**src/rtl/xnor_compare_arbiter.sv**
```systemverilog
// Round-robin arbiter sharing one serial XNOR equality slice among NREQ requesters.
// Optional match-count output enabled by defining XNOR_ARB_POPCNT_EN.
module xnor_compare_arbiter #(
  parameter int unsigned NREQ    = 2,
  parameter int unsigned WORD_W  = 32,
  parameter int unsigned SLICE_W = 8
) (
  input  logic                      i_clk,
  input  logic                      i_rn,
  input  logic [NREQ-1:0]           i_req,
  input  logic [NREQ*WORD_W-1:0]    i_a_in,
  input  logic [NREQ*WORD_W-1:0]    i_b_in,
  output logic [NREQ-1:0]           o_gnt,
  output logic                      o_busy,
  output logic                      o_done,
  output logic [$clog2(NREQ)-1:0]   o_done_id,
  output logic                      o_eq
`ifdef XNOR_ARB_POPCNT_EN
  ,
  output logic [$clog2(WORD_W+1)-1:0] o_match_cnt
`endif
);

  localparam int unsigned BEATS = WORD_W / SLICE_W;
  localparam int unsigned IDW   = $clog2(NREQ);
  localparam int unsigned BW    = (BEATS > 1) ? $clog2(BEATS) : 1;
  localparam int unsigned CW    = $clog2(WORD_W + 1);

  if ((SLICE_W == 0) || ((WORD_W % SLICE_W) != 0)) begin : g_bad_cfg
    $error("xnor_compare_arbiter: WORD_W must be a multiple of SLICE_W");
  end

  typedef enum logic [1:0] {StIdle, StCmp, StFin} state_e;

  state_e              r_state, w_state_d;
  logic [IDW-1:0]      r_ptr, w_ptr_d;
  logic [BW-1:0]       r_beat, w_beat_d;
  logic                r_eq_acc, w_eq_acc_d;
  logic [WORD_W-1:0]   r_a, w_a_d;
  logic [WORD_W-1:0]   r_b, w_b_d;
  logic [NREQ-1:0]     r_gnt, w_gnt_d;
  logic                r_busy, w_busy_d;
  logic                r_done, w_done_d;
  logic [IDW-1:0]      r_done_id, w_done_id_d;
  logic                r_eq, w_eq_d;
`ifdef XNOR_ARB_POPCNT_EN
  logic [CW-1:0]       r_cnt_acc, w_cnt_acc_d;
  logic [CW-1:0]       r_match_cnt, w_match_cnt_d;
  logic [CW-1:0]       w_pop;
`endif

  logic [IDW-1:0]      w_win;
  logic                w_any;
  int unsigned         w_idx;
  logic [WORD_W-1:0]   w_a_sel, w_b_sel;
  logic [SLICE_W-1:0]  w_xnor;
  logic                w_eq_next;
  logic                w_last_beat;

  // Search starts just after the last winner so every requester gets a turn.
  always_comb begin
    w_win = r_ptr;
    w_any = 1'b0;
    w_idx = 0;
    for (int unsigned i = 1; i <= NREQ; i++) begin
      w_idx = (32'(r_ptr) + i) % NREQ;
      if (!w_any && i_req[IDW'(w_idx)]) begin
        w_any = 1'b1;
        w_win = IDW'(w_idx);
      end
    end
  end

  always_comb begin
    w_a_sel = '0;
    w_b_sel = '0;
    for (int unsigned i = 0; i < NREQ; i++) begin
      if (IDW'(i) == w_win) begin
        w_a_sel = i_a_in[i*WORD_W +: WORD_W];
        w_b_sel = i_b_in[i*WORD_W +: WORD_W];
      end
    end
  end

  // Latched operands shift right each beat, so the current slice is always the low bits.
  assign w_xnor      = ~(r_a[SLICE_W-1:0] ^ r_b[SLICE_W-1:0]);
  assign w_eq_next   = r_eq_acc & (&w_xnor);
  assign w_last_beat = (r_beat == BW'(BEATS - 1));

`ifdef XNOR_ARB_POPCNT_EN
  always_comb begin
    w_pop = '0;
    for (int unsigned i = 0; i < SLICE_W; i++) begin
      w_pop = w_pop + CW'(w_xnor[i]);
    end
  end
`endif

  always_comb begin
    w_state_d   = r_state;
    w_ptr_d     = r_ptr;
    w_beat_d    = r_beat;
    w_eq_acc_d  = r_eq_acc;
    w_a_d       = r_a;
    w_b_d       = r_b;
    w_gnt_d     = '0;
    w_busy_d    = r_busy;
    w_done_d    = 1'b0;
    w_done_id_d = r_done_id;
    w_eq_d      = r_eq;
`ifdef XNOR_ARB_POPCNT_EN
    w_cnt_acc_d   = r_cnt_acc;
    w_match_cnt_d = r_match_cnt;
`endif
    unique case (r_state)
      StIdle: begin
        if (w_any) begin
          w_a_d      = w_a_sel;
          w_b_d      = w_b_sel;
          w_gnt_d    = NREQ'(1) << w_win;
          w_ptr_d    = w_win;
          w_beat_d   = '0;
          w_eq_acc_d = 1'b1;
          w_busy_d   = 1'b1;
          w_state_d  = StCmp;
`ifdef XNOR_ARB_POPCNT_EN
          w_cnt_acc_d = '0;
`endif
        end
      end
      StCmp: begin
        w_eq_acc_d = w_eq_next;
        w_beat_d   = r_beat + BW'(1);
        w_a_d      = r_a >> SLICE_W;
        w_b_d      = r_b >> SLICE_W;
`ifdef XNOR_ARB_POPCNT_EN
        w_cnt_acc_d = r_cnt_acc + w_pop;
`endif
        if (w_last_beat) begin
          w_state_d   = StFin;
          w_done_d    = 1'b1;
          w_eq_d      = w_eq_next;
          w_done_id_d = r_ptr;
`ifdef XNOR_ARB_POPCNT_EN
          w_match_cnt_d = r_cnt_acc + w_pop;
`endif
        end
      end
      StFin: begin
        w_busy_d  = 1'b0;
        w_state_d = StIdle;
      end
      default: w_state_d = StIdle;
    endcase
  end

  always_ff @(posedge i_clk or negedge i_rn) begin
    if (!i_rn) begin
      r_state   <= StIdle;
      r_ptr     <= IDW'(NREQ - 1);
      r_beat    <= '0;
      r_eq_acc  <= 1'b1;
      r_a       <= '0;
      r_b       <= '0;
      r_gnt     <= '0;
      r_busy    <= 1'b0;
      r_done    <= 1'b0;
      r_done_id <= '0;
      r_eq      <= 1'b0;
`ifdef XNOR_ARB_POPCNT_EN
      r_cnt_acc   <= '0;
      r_match_cnt <= '0;
`endif
    end else begin
      r_state   <= w_state_d;
      r_ptr     <= w_ptr_d;
      r_beat    <= w_beat_d;
      r_eq_acc  <= w_eq_acc_d;
      r_a       <= w_a_d;
      r_b       <= w_b_d;
      r_gnt     <= w_gnt_d;
      r_busy    <= w_busy_d;
      r_done    <= w_done_d;
      r_done_id <= w_done_id_d;
      r_eq      <= w_eq_d;
`ifdef XNOR_ARB_POPCNT_EN
      r_cnt_acc   <= w_cnt_acc_d;
      r_match_cnt <= w_match_cnt_d;
`endif
    end
  end

  assign o_gnt     = r_gnt;
  assign o_busy    = r_busy;
  assign o_done    = r_done;
  assign o_done_id = r_done_id;
  assign o_eq      = r_eq;
`ifdef XNOR_ARB_POPCNT_EN
  assign o_match_cnt = r_match_cnt;
`endif

endmodule

```
**config.mk**
```make
export PLATFORM = sky130hd
export DESIGN_NAME = xnor_compare_arbiter
export DESIGN_NICKNAME = d
export VERILOG_FILES = /design/src/rtl/xnor_compare_arbiter.sv
export SDC_FILE = /design/constraint.sdc
export NUM_CORES = 1
export LEC_CHECK = 0
export BUFFER_PORTS_ARGS = -buffer_cell sky130_fd_sc_hd__buf_2
export CAP_MARGIN = 20
export CELL_PAD_IN_SITES_DETAIL_PLACEMENT = 0
export CELL_PAD_IN_SITES_GLOBAL_PLACEMENT = 1
export CORE_AREA = 2 2 104 106
export CTS_CLUSTER_SIZE = 25
export DETAILED_ROUTE_END_ITERATION = 7
export DIE_AREA = 0 0 106 108
export PLACE_DENSITY_LB_ADDON = 0.2
export SLEW_MARGIN = 25
export SYNTH_ARGS = -nofsm -noshare
export SYNTH_HDL_FRONTEND = slang
export SYNTH_SLANG_ARGS = --single-unit
```
**constraint.sdc**
```tcl
create_clock -name i_clk -period 2.4 [get_ports i_clk]
set_input_delay 0.48 -clock i_clk [delete_from_list [all_inputs] [get_ports i_clk]]
set_output_delay 0.48 -clock i_clk [all_outputs]
set_load 0.05 [all_outputs]
```
==> flow_summary_export.csv, run 1 <==
group,metric,value,unit
grt,antenna_found_initial,0,
route,dr.max_layer_used,"met4",
grt,overflow,0,
clock_network,postCtsSetupRepairBufs,0,
clock_network,htree_levels,3,
grt,grt_pass1_wl,17.6,mm
sta,layout_setup_ws,0.573,ns
yosys,syn_area_per_cell,9.11,um^2
route,num_vias,3671,
place,dp.cells,688,
clock_network,clock_latency,0.34,ns
run,cap_violations,0,
cells_and_area,fin_area,5000,um^2
grt,grt_pass1_vias,3541,
route,drcViolationCount,0,
hold_path,hold_class,"input port to asynchronous set/reset pin",
run_status,status,"finished clean",
sta,period_share,76.1,%
critical_path,path_max_fanout,50,
place,post_dp_cell_area,4820,um^2
cells_and_area,finalNonFillerCells,704,
cells_and_area,area.growth.synth_to_final,22.9,%
sta,finClkSkew,0.00873,ns
grt,grt.total_usage,19.4,%
yosys,synth-async-reset-ratio,100,%
die,die_x,106,um
cells_and_area,mostFrequentLayoutCells,"136 x buf_2, 74 x dfrtp_1, 69 x nand2_1",
die,core_area,10200,um^2
yosys,synth_edf_count,0,
grt,grt_start_max_net_pins,51,
route,routedWlPerCell,15.4,um
critical_path,startpoint,"r_state[0]",
place,io_buffers,137,
place,place.gp.congestion,0.796,
die,dieArea,11400,um^2
yosys,yosys_warnings,0,
sta,fmax,547,MHz
critical_path,r2r_slack,0.57,ns
cells_and_area,nets,696,
yosys,yosysTopAreaCell,"dfrtp_1",
cells_and_area,insertedDiodeCount,0,
power,irDropWorstVdd,0.000598,V
clock_network,cts_buffer_depth,2,
die,start_util,39.8,%
clock_network,clock-root-buffer,"clkbuf_8",
route,drt_iter0_drc,169,
route,wirelength,10.8,mm
die,die_y,108,um
clock_network,path_clk_slew,0.08,ns
yosys,synth_nets,580,
route,route.met3.wl,512,um
yosys,synth_flop_cell,"dfrtp_1",
place,hpwl,7.57,mm
clock_network,clock_sinks,76,
sta,fin_crit,1.83,ns
sta,finalHoldViolations,0,
yosys,synth_top_area_share,45.5,%
yosys,ys_seq_area_share,46.8,%
cells_and_area,layout_commonest_cell,"buf_2",
yosys,synth.area.top_cells,"dfrtp_1 45%, and3_1 7.4%, o21ai_0 7.4%",
critical_path,r2r_end,"r_b[15]",
critical_path,crit_type,"flip-flop to flip-flop",
critical_path,crit_arrival,2.09,ns
sta,worstMarginPinSlew,0.930,ns
route,dr_wl_met2,5.14,mm
die,io_pins,138,
sta,slew_headroom,37.8,%
cells_and_area,drive_gt1_share,32.2,%
place,dp_slack,0.429,ns
die,fp-row-count,37,
critical_path,reg2reg_from,"r_state[0]",
sta,rsz0062_at_grt,"no",
clock_network,post_cts_resized,0,
sta,slew_violations,0,
sta,fin_tns_setup,0,ns
yosys,synth.distinct_cells,31,
power,leakage,2.35,nW
yosys,synthCells,447,
route,via_per_inst,5.21,
route,first_pass_iters,4,
critical_path,critPathCaptureType,"flip-flop",
sta,setup_viol,0,
critical_path,crit_path_end,"r_b[15]",
critical_path,required,2.66,ns
clock_network,cts_tree,"done",
yosys,syn-cell-area,4070,um^2
critical_path,rr_worst_depth,4,
power,powerDensity,1230,nW/um^2
critical_path,worst_setup_path_start_kind,"flip-flop",
power,total_power,0.00614,W
route,met1_length,5.08,mm
route,ant_nets,0,
yosys,synth_seq_cells,76,
clock_network,cts-hold-fix-buffers,0,
clock_network,cts-buffers-inserted,9,
==> state kept, by name, indices dropped and copies added, names as in the netlist <==
name       count
o_busy         1
o_done         1
o_done_id      1
o_eq           1
o_gnt          2
r_a           32
r_b           32
r_beat         2
r_eq_acc       1
r_ptr          1
r_state        2
==> worst max-delay path: stages (launching register included) <==
cell     delay [ns]
dfrtp_1        0.45
nor3_1         0.11
nor2_4         0.71
o21ai_0        0.25
o21ai_0        0.21
==> cell usage after synthesis, types with 2 or more instances <==
master / count
dfrtp_1: 74
and3_1: 48
nand2_2: 2
o21ai_0: 60
mux2i_1: 16
nor3_1: 2
a211oi_2: 10
buf_2: 15
nand2_1: 69
a211oi_1: 38
a21oi_1: 4
o21ai_1: 55
nor2_1: 4
dfstp_2: 2
clkbuf_1: 18
xor2_1: 3
xnor2_1: 5
inv_1: 3
buf_6: 7
==> worst min-delay path by stage <==
stage                   end  slack, ns    start
global route        r_b[22]       0.16     i_rn
global placement    r_b[16]       0.46  r_b[16]
floorplan            o_busy       0.18     i_rn
finish              r_b[22]       0.13     i_rn
detailed placement  r_b[16]       0.47  r_b[16]
CTS                 r_b[22]       0.14     i_rn
==> per-layer routing <==
metal	up-vias	global-route usage (%)
met5	-	0
met4	0	5.36
met3	6	3.07
met2	96	31.6
met1	1735	27.2
li1	1834	-
==> final cells by class <==
type	instances	area, um^2
Timing Repair Buffer	147	801
Clock buffer	10	138
Inverter	3	11.3
Clock inverter	6	40.0
Multi-Input combinational cell	326	1940
Fill cell	1013	5230
Tap cell	136	170
Sequential cell	76	1900
==> through the flow <==
step / hold WS [ns] / utilization [%]
after global routing: 0.163 / 48.9
final: 0.131 / 48.9
after global placement: 0.456 / 47.2
after floorplan: 0.184 / -
after CTS: 0.143 / 48.9
after detailed placement: 0.465 / 47.2
==> cell families (layout without fill, tap and decap cells) <==
logic type                 after synthesis  after routing  synth area share (%)
AOI/OAI and AO/OA                      170            170                  25.3
adders and majority gates                1              1                 0.307
and+or+nand+nor                        130            130                  15.5
buffers and inverters                   45            166                  6.21
xor gates and xnor gates                 8              8                  1.72
muxes                                   17             17                  4.21
DFF                                     76             76                  46.8
==> power breakdown <==
part           internal (W)  leakage, nW  switching (W)
registers           0.00189        0.946       0.000360
logic               0.00117         1.32        0.00185
clock network      0.000399       0.0803       0.000474
total               0.00346         2.35        0.00268
Note: power is estimated with default switching activity, not from simulation.
==> run 2, diff against run 1 <==
--- a/config.mk
+++ b/config.mk
@@ -9,10 +9,10 @@
 export CAP_MARGIN = 20
 export CELL_PAD_IN_SITES_DETAIL_PLACEMENT = 0
 export CELL_PAD_IN_SITES_GLOBAL_PLACEMENT = 1
-export CORE_AREA = 2 2 104 106
+export CORE_AREA = 2 2 108 110
 export CTS_CLUSTER_SIZE = 25
 export DETAILED_ROUTE_END_ITERATION = 7
-export DIE_AREA = 0 0 106 108
+export DIE_AREA = 0 0 110 112
 export PLACE_DENSITY_LB_ADDON = 0.2
 export SLEW_MARGIN = 25
 export SYNTH_ARGS = -nofsm -noshare
==> constraint.sdc (replaced) <==
create_clock -name i_clk -period 1.81 [get_ports i_clk]
set_input_delay 0.362 -clock i_clk [delete_from_list [all_inputs] [get_ports i_clk]]
set_output_delay 0.362 -clock i_clk [all_outputs]
set_load 0.05 [all_outputs]
==> run 2 against run 1 <==
Net effect: power rose by 52%; combinational power rose by 45%; count of clock-buffer cells in the layout fell by 1; final cell count rose by 2.0%; cell area rose by 6.4%; fmax rose by 6.0%; critical path depth rose by 1; sequential power rose by 33%; critical endpoint is now r_b[4].
==> flow_summary_export.csv, run 2 (synthesis gave the netlist of run 1 again) <==
group,metric,value,unit
run_status,status,"finished clean",
critical_path,critPathCaptureType,"flip-flop",
clock_network,htree_levels,3,
clock_network,clock_sinks,76,
sta,slew_headroom,60.7,%
critical_path,required,2.01,ns
grt,grt_pass1_wl,18.2,mm
die,die_x,110,um
place,place.gp.congestion,0.769,
clock_network,path_clk_slew,0.06,ns
grt,grt_pass1_vias,3708,
route,num_vias,3779,
sta,worstMarginPinSlew,0.587,ns
die,fp-row-count,39,
power,irDropWorstVdd,0.000900,V
cells_and_area,mostFrequentLayoutCells,"136 x buf_2, 74 x dfrtp_1, 69 x nand2_1",
critical_path,cp_slowest_cell,"dfstp_2",
die,io_pins,138,
critical_path,cp_cell_sequence,"or2_4 > nand2_4 > buf_12 > a211oi_1 > o21ai_1",
sta,finalHoldViolations,0,
die,core_area,11200,um^2
cells_and_area,area.growth.synth_to_final,30.7,%
die,start_util,36.4,%
sta,fin_tns_setup,0,ns
critical_path,critPathMaxStageDelay,0.56,ns
critical_path,path_max_fanout,24,
clock_network,cts_buffer_depth,2,
sta,setup_viol,0,
critical_path,cp_top_family,"flip-flops",
clock_network,cts_tree,"done",
sta,hold_ws,0.301,ns
hold_path,hold_class,"input port to flip-flop",
cells_and_area,layout_commonest_cell,"buf_2",
route,routedWlPerCell,16.3,um
grt,antenna_found_initial,1,
critical_path,worst-path-stages,5,
route,first_pass_iters,4,
clock_network,clock_latency,0.33,ns
critical_path,crit_buf_inv,1,
power,leakage,2.49,nW
clock_network,clock-root-buffer,"clkbuf_16",
grt,grt.total_usage,19.0,%
run,cap_violations,0,
sta,fmax,580,MHz
critical_path,r2r_end,"r_b[4]",
sta,finClkSkew,0.00747,ns
sta,period_share,95.2,%
critical_path,startpoint,"r_ptr",
place,io_buffers,137,
sta,rsz0062_at_grt,"no",
route,wirelength,11.7,mm
critical_path,r2r_slack,0.09,ns
route,via_per_inst,5.26,
place,post_dp_cell_area,4960,um^2
cells_and_area,nets,703,
cells_and_area,fin_area,5320,um^2
sta,fin_crit,1.72,ns
critical_path,worst_setup_path_start_kind,"flip-flop",
place,hpwl,7.93,mm
sta,slew_violations,0,
die,die_y,112,um
critical_path,crit_type,"flip-flop to flip-flop",
critical_path,crit_arrival,1.93,ns
cells_and_area,insertedDiodeCount,0,
route,drt_iter0_drc,146,
critical_path,rr_worst_depth,5,
critical_path,reg2reg_from,"r_ptr",
clock_network,cts-buffers-inserted,9,
route,ant_nets,0,
die,dieArea,12300,um^2
power,powerDensity,1750,nW/um^2
cells_and_area,top_regs,"r_a x32, r_b x32",
route,drcViolationCount,0,
grt,grt_start_max_net_pins,51,
critical_path,crit_path_end,"r_b[4]",
grt,overflow,0,
cells_and_area,drive_gt1_share,33.4,%
## run 2: area by class of cell
class                      count  area, um^2
sequential                    76        1900
tap                          143         179
multi-input combinational    327        1960
inverter                       3        11.3
clock inverter                 7         101
fill                        1099        5850
clock buffer                   9         225
timing repair buffer         153         936
## run 2: worst min path at each step
| stage | start | endpoint | slack [ns] | cells past startpoint |
|---|---|---|---|---|
| 2_1_floorplan | i_rn | o_busy | 0.07 | 0 |
| 3_3_place_gp | i_rn | r_a[1] | 0.29 | 1 |
| 3_5_place_dp | i_rn | r_a[7] | 0.29 | 1 |
| 4_1_cts | i_b_in[60] | r_b[28] | 0.30 | 3 |
| 5_1_grt | i_b_in[60] | r_b[28] | 0.31 | 3 |
| 6_report | i_b_in[61] | r_b[29] | 0.30 | 3 |
## run 2: stage by stage
step / instances / utilization (%) / power, W / setup WS, ns
floorplan: 447 / - / 0.00601 / 0.389
global placement: 700 / 44.4 / 0.00729 / 0.0324
detailed placement: 700 / 44.4 / 0.00739 / 0.0256
CTS: 717 / 47.4 / 0.00936 / 0.0126
global route: 718 / 47.6 / 0.0100 / 0.0150
finish: 718 / 47.6 / 0.00931 / 0.0868
## run 2: power breakdown
part           total, W  switching, W  leakage, nW  internal, W
Combinational   0.00437       0.00258         1.39      0.00179
Clock           0.00194      0.000726        0.152      0.00121
Sequential      0.00300      0.000493        0.946      0.00251
Total           0.00931       0.00380         2.49      0.00551
## run 2: worst reg2reg max path, delay by kind of cell, from the launching register on
family | cells | cell delay [ns]
AOI/OAI and AO/OA | 2 | 0.46
buffers and inverters | 1 | 0.22
and+or+nand+nor | 2 | 0.35
DFF | 1 | 0.56
## run 2: metal layers
| layer | up-vias | share of wire (%) | GRT usage (%) |
|---|---|---|---|
| met5 | - | 0.094 | 0 |
| met4 | 2 | 1.4 | 6.24 |
| met3 | 14 | 5.3 | 3.28 |
| met2 | 105 | 47 | 30.3 |
| met1 | 1803 | 47 | 26.1 |
| li1 | 1855 | - | - |
## run 2: what timing repair did
item | CTS | global route
endpoints found under the hold margin | 21 | 0
buffers inserted | 0 | 0
resized for setup | 0 | 4
hold buffers | 1 | 0
setup endpoints to repair | 0 | 49
